==> src/rtl/mac_acc_int8.sv <==
// rtl/mac_acc_int8.sv - int8 multiply-accumulate with streaming dot-product results
//
// mul_int8: combinational signed 9b x 8b multiplier.
//   rs1     - signed activation (9b)
//   rs2     - signed weight (8b)
//   product - signed product (17b)
//
// mac_acc_int8: two-stage (P: product register, A: accumulate) dot-product engine.
//   clk, rst                      - clock, async active-high reset
//   in_valid/in_ready             - beat handshake
//   in_rs1, in_rs2, in_last       - operands and end-of-dot-product marker
//   out_valid/out_ready           - result handshake
//   out_acc, out_cnt, out_ovf     - result sum, beat count, sticky overflow

module mul_int8 (
  input  logic [8:0]  rs1,
  input  logic [7:0]  rs2,
  output logic [16:0] product
);

  logic [16:0] rs1_ext;
  logic [16:0] rs2_ext;

  // The full product always fits in 17 bits, so a truncated 17x17 multiply is exact.
  assign rs1_ext = {{8{rs1[8]}}, rs1};
  assign rs2_ext = {{9{rs2[7]}}, rs2};
  assign product = rs1_ext * rs2_ext;

endmodule

module mac_acc_int8 #(
  parameter int ACC_W = 32,
  parameter int CNT_W = 16
) (
  input  logic             clk,
  input  logic             rst,
  input  logic             in_valid,
  output logic             in_ready,
  input  logic [8:0]       in_rs1,
  input  logic [7:0]       in_rs2,
  input  logic             in_last,
  output logic             out_valid,
  input  logic             out_ready,
  output logic [ACC_W-1:0] out_acc,
  output logic [CNT_W-1:0] out_cnt,
  output logic             out_ovf
);

  logic [16:0]      mul_p;

  logic             p_valid;
  logic             p_last;
  logic [16:0]      p_prod;

  logic [ACC_W-1:0] acc;
  logic [CNT_W-1:0] cnt;
  logic             ovf_sticky;
  logic             first;

  logic             stall;
  logic             in_fire;
  logic             a_fire;

  logic [ACC_W-1:0] acc_base;
  logic [ACC_W-1:0] prod_ext;
  logic [ACC_W-1:0] acc_sum;
  logic             sum_ovf;
  logic [CNT_W-1:0] cnt_base;
  logic [CNT_W-1:0] cnt_next;
  logic             ovf_base;

  mul_int8 u_mul (
    .rs1     (in_rs1),
    .rs2     (in_rs2),
    .product (mul_p)
  );

  // Only a last beat needs the output register, so only it can be blocked
  // by a result the consumer has not taken yet.
  assign stall    = p_last & out_valid & ~out_ready;
  assign in_ready = ~p_valid | ~stall;
  assign in_fire  = in_valid & in_ready;
  assign a_fire   = p_valid & ~stall;

  always_comb begin
    acc_base = first ? '0 : acc;
    cnt_base = first ? '0 : cnt;
    ovf_base = first ? 1'b0 : ovf_sticky;
    prod_ext = {{(ACC_W-17){p_prod[16]}}, p_prod};
    acc_sum  = acc_base + prod_ext;
    // Same-sign operands producing a different-sign sum means the true sum left the range.
    sum_ovf  = (acc_base[ACC_W-1] == prod_ext[ACC_W-1]) &&
               (acc_sum[ACC_W-1] != acc_base[ACC_W-1]);
    cnt_next = (&cnt_base) ? cnt_base : cnt_base + CNT_W'(1);
  end

  // Stage P: product register; holds while stalled.
  always_ff @(posedge clk or posedge rst) begin
    if (rst) begin
      p_valid <= 1'b0;
      p_last  <= 1'b0;
      p_prod  <= '0;
    end else if (in_fire) begin
      p_valid <= 1'b1;
      p_last  <= in_last;
      p_prod  <= mul_p;
    end else if (a_fire) begin
      p_valid <= 1'b0;
    end
  end

  // Stage A: accumulator and result register.
  always_ff @(posedge clk or posedge rst) begin
    if (rst) begin
      acc        <= '0;
      cnt        <= '0;
      ovf_sticky <= 1'b0;
      first      <= 1'b1;
      out_valid  <= 1'b0;
      out_acc    <= '0;
      out_cnt    <= '0;
      out_ovf    <= 1'b0;
    end else if (a_fire) begin
      if (p_last) begin
        // A draining result and a new one can swap in the same cycle: no bubble.
        out_acc    <= acc_sum;
        out_cnt    <= cnt_next;
        out_ovf    <= ovf_base | sum_ovf;
        out_valid  <= 1'b1;
        acc        <= '0;
        cnt        <= '0;
        ovf_sticky <= 1'b0;
        first      <= 1'b1;
      end else begin
        acc        <= acc_sum;
        cnt        <= cnt_next;
        ovf_sticky <= ovf_base | sum_ovf;
        first      <= 1'b0;
        if (out_valid && out_ready) begin
          out_valid <= 1'b0;
        end
      end
    end else if (out_valid && out_ready) begin
      out_valid <= 1'b0;
    end
  end

endmodule

==> config.mk <==
export PLATFORM = sky130hd
export DESIGN_NAME = mac_acc_int8
export DESIGN_NICKNAME = d
export VERILOG_FILES = /design/src/rtl/mac_acc_int8.sv
export SDC_FILE = /design/constraint.sdc
export NUM_CORES = 1
export LEC_CHECK = 0
export ABC_CLOCK_PERIOD_IN_PS = 6200
export CORE_MARGIN = 2
export CORE_UTILIZATION = 55
export CTS_BUF_LIST = sky130_fd_sc_hd__clkbuf_8
export CTS_CLUSTER_SIZE = 24
export DETAILED_ROUTE_END_ITERATION = 8
export GPL_ROUTABILITY_DRIVEN = 0
export HOLD_SLACK_MARGIN = 0.06
export PLACE_DENSITY = 0.87
export SLEW_MARGIN = 20
export SYNTH_ARGS = -nofsm -noshare
export SYNTH_HDL_FRONTEND = slang
export SYNTH_SLANG_ARGS = --single-unit
==> constraint.sdc <==
create_clock -name clk -period 6.2 [get_ports clk]
set_clock_uncertainty 0.1 [all_clocks]
set_input_delay 1.24 -clock clk [delete_from_list [all_inputs] [get_ports clk]]
set_output_delay 1.24 -clock clk [all_outputs]
set_load 0.02 [all_outputs]
==> summary.txt, run 1 <==
Status
  – Status: finished, violations left
  – Failing checks: design-rule violations

Critical path
  – Critical-path cell list: clkdlybuf4s50_1 -> and2_1 -> fa_1 -> inv_1 -> fa_1 -> inv_1 -> fa_1 -> inv_1 -> fa_1 -> inv_1 -> ha_1 -> nand3_1 -> a21oi_1 -> nor3_1 -> or3_1 -> a31oi_1
  – Worst R2R End: out_acc[31]$_DFFE_PP0P_
  – Worst reg2reg path depth: 11
  – Startpoint class of the critical path: primary input
  – Slowest CP cell: fa_1
  – R2r startpoint: first$_DFFE_PP1P_
  – Worst-path fanout max: 9
  – Critical path class: primary input to flop
  – Critical Path Max Stage Delay: ~0.66 ns
  – Worst EP required: 6.47 ns
  – CP endpoint kind: flop
  – R2R Setup Slk: 2.27 ns
  – Arrival time of the worst setup path: 5.92 ns

Clock network
  – CTS Buf Count: 17
  – CTS tree: built
  – Longest Clk Path Bufs: 2
  – Root Buffer: clkbuf_8
  – Post-CTS setup repair buffer count: 0
  – CTS sink count: 119
  – Clk_lat worst skew: approximately 0.45 ns
  – # resized after CTS: 0
  – Reg clk slew, reported paths: 0.08 ns
  – H-tree depth: 4
  – Hold Buf Count CTS: 0

GRT
  – Grt total ovfl: 0
  – Antenna violations before repair: 0
  – Largest net degree at the start of global routing: 86
  – Vias in the first global route: 7,669
  – Global-route wire length before repair: 35.95 mm
  – Total GRT Usage: about a quarter

Synth
  – Synth Flop Type: dfrtp_1
  – Cell variety after synth: 61
  – Syn Area/Cell: roughly 9.5 sq um
  – Ys async rst share: 100.0%
  – Register area share after synthesis: a little under a third
  – Flops & latches, synth: 119
  – Post-Synthesis Cell Area: 9330 sq um
  – Number of synthesized flops with an enable pin: 0
  – Syn_nets: 1,132
  – Post-Synth XOR/XNOR Area: 5.632%
  – Area share of fa/ha/maj cells after synthesis: 21.75%
  – Largest family of logic cells by synthesized area: adder cells
  – Mux contribution to synthesized area: 4.425%
  – Compound-Gate Fraction of Synth Area: 14.75%
  – Yosys warnings: 0
  – Post-synthesis cell count: a little under 1,000
  – Post-Synth Simple-Gate Area: roughly 16%

STA
  – Pins Over Slew Limit: 0
  – Hold WS: 0.3634 ns
  – Setup tns final: 0 ns
  – Final setup violating endpoints: 0
  – Measured slew at the worst slew-check pin: 0.8376 ns
  – Unrepaired setup endpoints after global routing: false
  – Final Hold Viols: 0
  – Crit share post-route: between 90% and 100%
  – Rel. slew slack: around 44%
  – Tmin final: 5.642 ns
  – Achievable Freq: 177.2 MHz

Cells and area
  – Net count, final: around 1,200
  – Diodes inserted: 0
  – Final cell count without fillers: 1,282
  – Most common cell after layout, fill and taps aside: dfrtp_1
  – Area grow syn2layout: 14.13%
  – Share of cells above drive strength 1: under 10%
  – Commonest non-fill, non-tap cells in the layout: dfrtp_1, nand2_1, inv_1

Drt
  – DRC Markers: 2
  – Drt pass-1 iters: 8
  – Vias per cell: about 5.7
  – ANT nets after route: 0
  – Vias: 7,363
  – Initial DRC count: 577
  – Final WL: 21.09 mm
  – DR WL/cell: 16.45 um

Placed design
  – Detail Placement HPWL: 15.31 mm
  – PortBufs: 72
  – Placed instance count: 1,250

Floorplanning
  – Cell row count: between 40 and 50
  – Num ports: between 70 and 80
  – Die ar.: 18,020 sq um
  – Initial core utilization: between 50% and 60%
  – Die Wd: 134.2 um
  – Core area: 16,580 sq um
  – Die Ht: 134.2 um

Hold path
  – Hold Path Class: flop to flop
  – Hold depth: 2
  – Hold Crit Endpoint: acc[0]$_DFFE_PP0P_
  – Hold_sp: acc[0]$_DFFE_PP0P_

Power
  – P_leak: 5.013 nW
  – Peak VDD IR: 212.1 uV
  – P per Cell Area: around 450 nW/um^2

Job
  – MaxCap Viol Count: 0
synth_stat cells (all sizes together) (11+ instances only):
| library cell | n | share of area (%) |
|---|---|---|
| nor2b | 39 | 2.6 |
| a21o | 22 | 1.8 |
| dfrtp | 118 | 32 |
| ha | 63 | 8.4 |
| nor2 | 36 | 1.4 |
| mux2 | 34 | 4.1 |
| xnor2 | 39 | 3.7 |
| a21oi | 41 | 2.2 |
| and2 | 49 | 3.3 |
| xor2 | 21 | 2.0 |
| fa | 62 | 13 |
| nand3 | 11 | 0.59 |
| nor3 | 13 | 0.70 |
| a22o | 27 | 2.5 |
| o21ai | 68 | 3.6 |
| clkbuf | 29 | 1.2 |
| nand2 | 117 | 4.8 |
| inv | 98 | 3.9 |
final cells by class:
class / count / area, sq um
fill: 1339 / 5934
multi-input combinational: 734 / 5849
sequential: 119 / 2979
timing repair buffer: 78 / 765.7
inverter: 99 / 376.6
clock buffer: 20 / 275.3
tap: 220 / 275.3
clock inverter: 12 / 127.6
worst max-delay path: cells and delay by family:
family / cells / cell delay [ns]
buf+inv: 5 / 0.88
simple gates: 4 / 0.80
compound gates: 2 / 0.35
fa+ha+maj: 5 / 2.66
kinds of logic after synthesis:
family,Yosys count
muxes,37
xor gates and xnor gates,60
AOI/OAI and AO/OA,211
and+or+nand+nor,301
buffers and inverters,132
adders and majority gates,125
DFF,119
report_power, final:
part	internal, mW	switching [mW]
clock	0.386	0.324
combinational	1.30	1.59
sequential	1.04	0.188
total	2.73	2.10
metal layers:
metal	up-vias	global-route usage, %	part of all wire (%)
li1	3441	-	-
met2	238	43.06	50
met3	61	4.724	4.9
met5	-	0	0
met1	3623	31.07	42
met4	0	9.532	3.1
flip-flops by register name (all words and copies together) (netlist names):
name,cells
out_ovf,1
p_valid,1
ovf_sticky,1
out_cnt,16
p_prod,17
out_acc,32
cnt,16
first,1
out_valid,1
p_last,1
acc,32
stage by stage:
stage | util, % | total power, mW | worst slack [ns] | instance area (sq um)
final | 64.21 | 4.831 | 0.5579 | 10650
after global placement | 61.77 | 3.968 | 0.2518 | 10240
after CTS | 64.20 | 4.838 | 0.5419 | 10650
after global routing | 64.21 | 5.238 | 0.2214 | 10650
after floorplan | - | 3.312 | 0.8502 | 9330
after detailed placement | 61.77 | 4.093 | 0.07911 | 10240
worst max path at each step:
stage / from / to
final: in_rs2[4] / p_prod[16]$_DFFE_PP0P_
after global routing: in_rs2[2] / p_prod[16]$_DFFE_PP0P_
after CTS: in_rs2[4] / p_prod[16]$_DFFE_PP0P_
after detailed placement: in_rs2[4] / p_prod[16]$_DFFE_PP0P_
after global placement: in_rs2[3] / p_prod[16]$_DFFE_PP0P_
after floorplan: in_rs2[3] / p_prod[16]$_DFFE_PP0P_
(Power assumes the default switching activity.)
==> run 2, diff against run 1 <==
--- a/config.mk
+++ b/config.mk
@@ -13,7 +13,7 @@
 export DETAILED_ROUTE_END_ITERATION = 8
 export GPL_ROUTABILITY_DRIVEN = 0
 export HOLD_SLACK_MARGIN = 0.06
-export PLACE_DENSITY = 0.87
+export PLACE_DENSITY = 0.76
 export SLEW_MARGIN = 20
 export SYNTH_ARGS = -nofsm -noshare
 export SYNTH_HDL_FRONTEND = slang
==> summary.txt, run 2 (synthesis results as in run 1) <==
Status
  – Status: finished clean

GRT
  – Global-route wire length before repair: 33.83 mm (-5.9%)
  – Total GRT Usage: 23.17% (-1.7 points)
  – Vias in the first global route: 7,162 (-6.6%)
  – Grt total ovfl: 0 (unchanged)
  – Antenna violations before repair: 0 (unchanged)
  – Largest net degree at the start of global routing: 90 (+4.7%)

STA
  – Rel. slew slack: 47.29% (+3.1 points)
  – Pins Over Slew Limit: 0 (unchanged)
  – Unrepaired setup endpoints after global routing: false
  – Measured slew at the worst slew-check pin: 0.7907 ns (-0.04698 ns)
  – Final Hold Viols: 0 (unchanged)
  – Tmin final: 5.679 ns (+0.03641 ns)
  – Setup tns final: 0 ns (unchanged)
  – Achievable Freq: 176.1 MHz (-0.64%)
  – Crit share post-route: 91.59% (+0.59 points)
  – Final setup violating endpoints: 0 (unchanged)

Hold path
  – Hold depth: 2 (unchanged)
  – Hold Crit Endpoint: out_cnt[15]$_DFFE_PP0P_
  – Hold Path Class: flop to flop
  – Hold_sp: out_cnt[15]$_DFFE_PP0P_

Cells and area
  – Most common cell after layout, fill and taps aside: dfrtp_1
  – Fin util: 64.31% (+0.098 points)
  – Commonest non-fill, non-tap cells in the layout: dfrtp_1, nand2_1, inv_1
  – Final cell count without fillers: 1,280 (-0.16%)
  – Top flop regs: acc: 32 flops, out_acc: 32 flops, p_prod: 17 flops
  – Net count, final: 1,196 (unchanged)
  – Diodes inserted: 0 (unchanged)
  – Fill cells: 1,410 (+5.3%)
  – Area grow syn2layout: 14.31%
  – Share of cells above drive strength 1: 7.830% (-0.27 points)

Critical path
  – Startpoint class of the critical path: primary input
  – Worst-path fanout max: 9 (unchanged)
  – Critical path class: primary input to flop
  – Worst reg2reg path depth: 11 (unchanged)
  – R2r startpoint: first$_DFFE_PP1P_
  – CP endpoint kind: flop
  – Worst EP required: 6.47 ns (about the same)
  – Critical Path Max Stage Delay: 0.66 ns (about the same)
  – Worst R2R End: out_acc[31]$_DFFE_PP0P_
  – Slowest CP cell: fa_1
  – Critical-path cell list: clkdlybuf4s50_1 -> and2_1 -> fa_1 -> inv_1 -> fa_1 -> inv_1 -> fa_1 -> inv_1 -> fa_1 -> inv_1 -> ha_1 -> nand3_1 -> a21oi_1 -> nor3_1 -> or3_1 -> a31oi_1
  – R2R Setup Slk: 2.18 ns (-0.09 ns)
  – Arrival time of the worst setup path: 5.95 ns (+0.03 ns)

Clock network
  – CTS sink count: 119 (unchanged)
  – CTS Buf Count: 17 (unchanged)
  – Longest Clk Path Bufs: 2 (unchanged)
  – Post-CTS setup repair buffer count: 0 (unchanged)
  – Hold Buf Count CTS: 0 (unchanged)
  – Root Buffer: clkbuf_8
  – CTS tree: built
  – Reg clk slew, reported paths: 0.07 ns (about the same)
  – H-tree depth: 4 (unchanged)
  – Clk_lat worst skew: 0.45 ns (about the same)
  – # resized after CTS: 0 (unchanged)

Drt
  – DR WL/cell: 15.04 um (-8.6%)
  – DRC Markers: 0 (-2)
  – Vias: 7,090 (-3.7%)
  – ANT nets after route: 0 (unchanged)
  – Drt pass-1 iters: 7 (-1)
  – Final WL: 19.25 mm (-8.7%)
  – Vias per cell: 5.539 (-3.6%)
  – Initial DRC count: 472 (-18%)

Power
  – Gate power share: 58.7% (-1.1 points)
  – P_leak: 5.026 nW (+0.28%)
  – Switching Power: 2.005 mW (-4.4%)
  – Peak VDD IR: 267.4 uV (+26%)
  – Internal power: 2.787 mW (+2.0%)
  – Clk pwr share: 15.7% (+1.0 points)
  – P per Cell Area: 449.3 nW/um^2 (-0.96%)
  – Switching Share: 41.85% (-1.6 points)
  – Seq pwr share: 25.5% (about the same)

Floorplanning
  – Die ar.: 18,020 sq um (unchanged)
  – Num ports: 73 (unchanged)
  – Cell row count: 47 (unchanged)
  – Core area: 16,580 sq um (unchanged)
  – Die Wd: 134.2 um (unchanged)
  – Initial core utilization: 56.26% (unchanged)
  – Die Ht: 134.2 um (unchanged)

Placed design
  – Placed instance count: 1,250 (unchanged)
  – Detail Placement HPWL: 14.36 mm (-6.2%)
  – PortBufs: 72 (unchanged)

Job
  – MaxCap Viol Count: 0 (unchanged)
[run 2: changes by cell type in the layout (fill, tap and decap cells not counted)]
cell	delta
bufinv_16	+2
clkbuf_8	-1
clkinv_4	-3
clkinvlp_4	-1
inv_1	+1
[run 2: worst max-delay path by stage]
stage	from	end	cells past startpoint
4_1_cts	in_rs2[3]	p_prod[16]$_DFFE_PP0P_	16
3_3_place_gp	in_rs2[4]	p_prod[16]$_DFFE_PP0P_	16
5_1_grt	in_rs2[3]	p_prod[16]$_DFFE_PP0P_	16
2_1_floorplan	in_rs2[3]	p_prod[16]$_DFFE_PP0P_	16
6_report	in_rs2[3]	p_prod[16]$_DFFE_PP0P_	16
3_5_place_dp	in_rs2[3]	p_prod[16]$_DFFE_PP0P_	16
[run 2: power groups by stage]
stage / sequential, mW / combinational (mW) / clock [mW]
final: 1.22 / 2.82 / 0.753
after global routing: 1.26 / 3.18 / 0.801
after CTS: 1.23 / 2.84 / 0.768
after detailed placement: 1.24 / 2.82 / 0
after global placement: 1.23 / 2.77 / 0
after floorplan: 1.32 / 1.99 / 0
[run 2: layout make-up]
type | instances | area, sq um | share of cell area, %
Clock inverter | 11 | 157.7 | 1.478
Tap cell | 220 | 275.3 | 2.581
Timing Repair Buffer | 78 | 765.7 | 7.180
Inverter | 99 | 376.6 | 3.531
Multi-Input combinational cell | 734 | 5849 | 54.85
Clock buffer | 19 | 261.5 | 2.452
Sequential cell | 119 | 2979 | 27.93
[run 2: stage by stage]
| stage | instance area (sq um) | power (mW) | worst slack [ns] | hold WS (ns) |
|---|---|---|---|---|
| 2_1_floorplan | 9330 | 3.312 | 0.8502 | 0.3309 |
| 3_3_place_gp | 10240 | 4.004 | 0.2102 | 0.3497 |
| 3_5_place_dp | 10240 | 4.057 | 0.06993 | 0.3594 |
| 4_1_cts | 10660 | 4.834 | 0.5250 | 0.3814 |
| 5_1_grt | 10670 | 5.244 | 0.2293 | 0.4028 |
| 6_report | 10670 | 4.792 | 0.5215 | 0.3785 |
[run 2: critical path, delay by kind of cell]
| kind | cells | cell delay (ns) |
|---|---|---|
| buffers and inverters | 5 | 0.90 |
| and+or+nand+nor | 4 | 0.82 |
| AOI/OAI and AO/OA | 2 | 0.33 |
| adders and majority gates | 5 | 2.64 |
[run 2: layer usage]
metal	wire length (um)	global-route usage (%)	vias to the layer above	part of all wire [%]
li1	-	-	3448	-
met1	8732	30.54	3440	45
met2	9387	39.26	165	49
met3	773	4.384	37	4.0
met4	359	6.491	0	1.9
met5	0	0	-	0
==> run 3, diff against run 2 <==
--- a/config.mk
+++ b/config.mk
@@ -9,9 +9,11 @@
 export CORE_MARGIN = 2
 export CORE_UTILIZATION = 55
 export CTS_BUF_LIST = sky130_fd_sc_hd__clkbuf_8
+export CTS_CLUSTER_DIAMETER = 150
 export CTS_CLUSTER_SIZE = 24
 export DETAILED_ROUTE_END_ITERATION = 8
 export GPL_ROUTABILITY_DRIVEN = 0
+export GPL_TIMING_DRIVEN = 1
 export HOLD_SLACK_MARGIN = 0.06
 export PLACE_DENSITY = 0.76
 export SLEW_MARGIN = 20
==> results of run 3 <==
No change in the layout: final DEF, timing and power equal those of run 2.
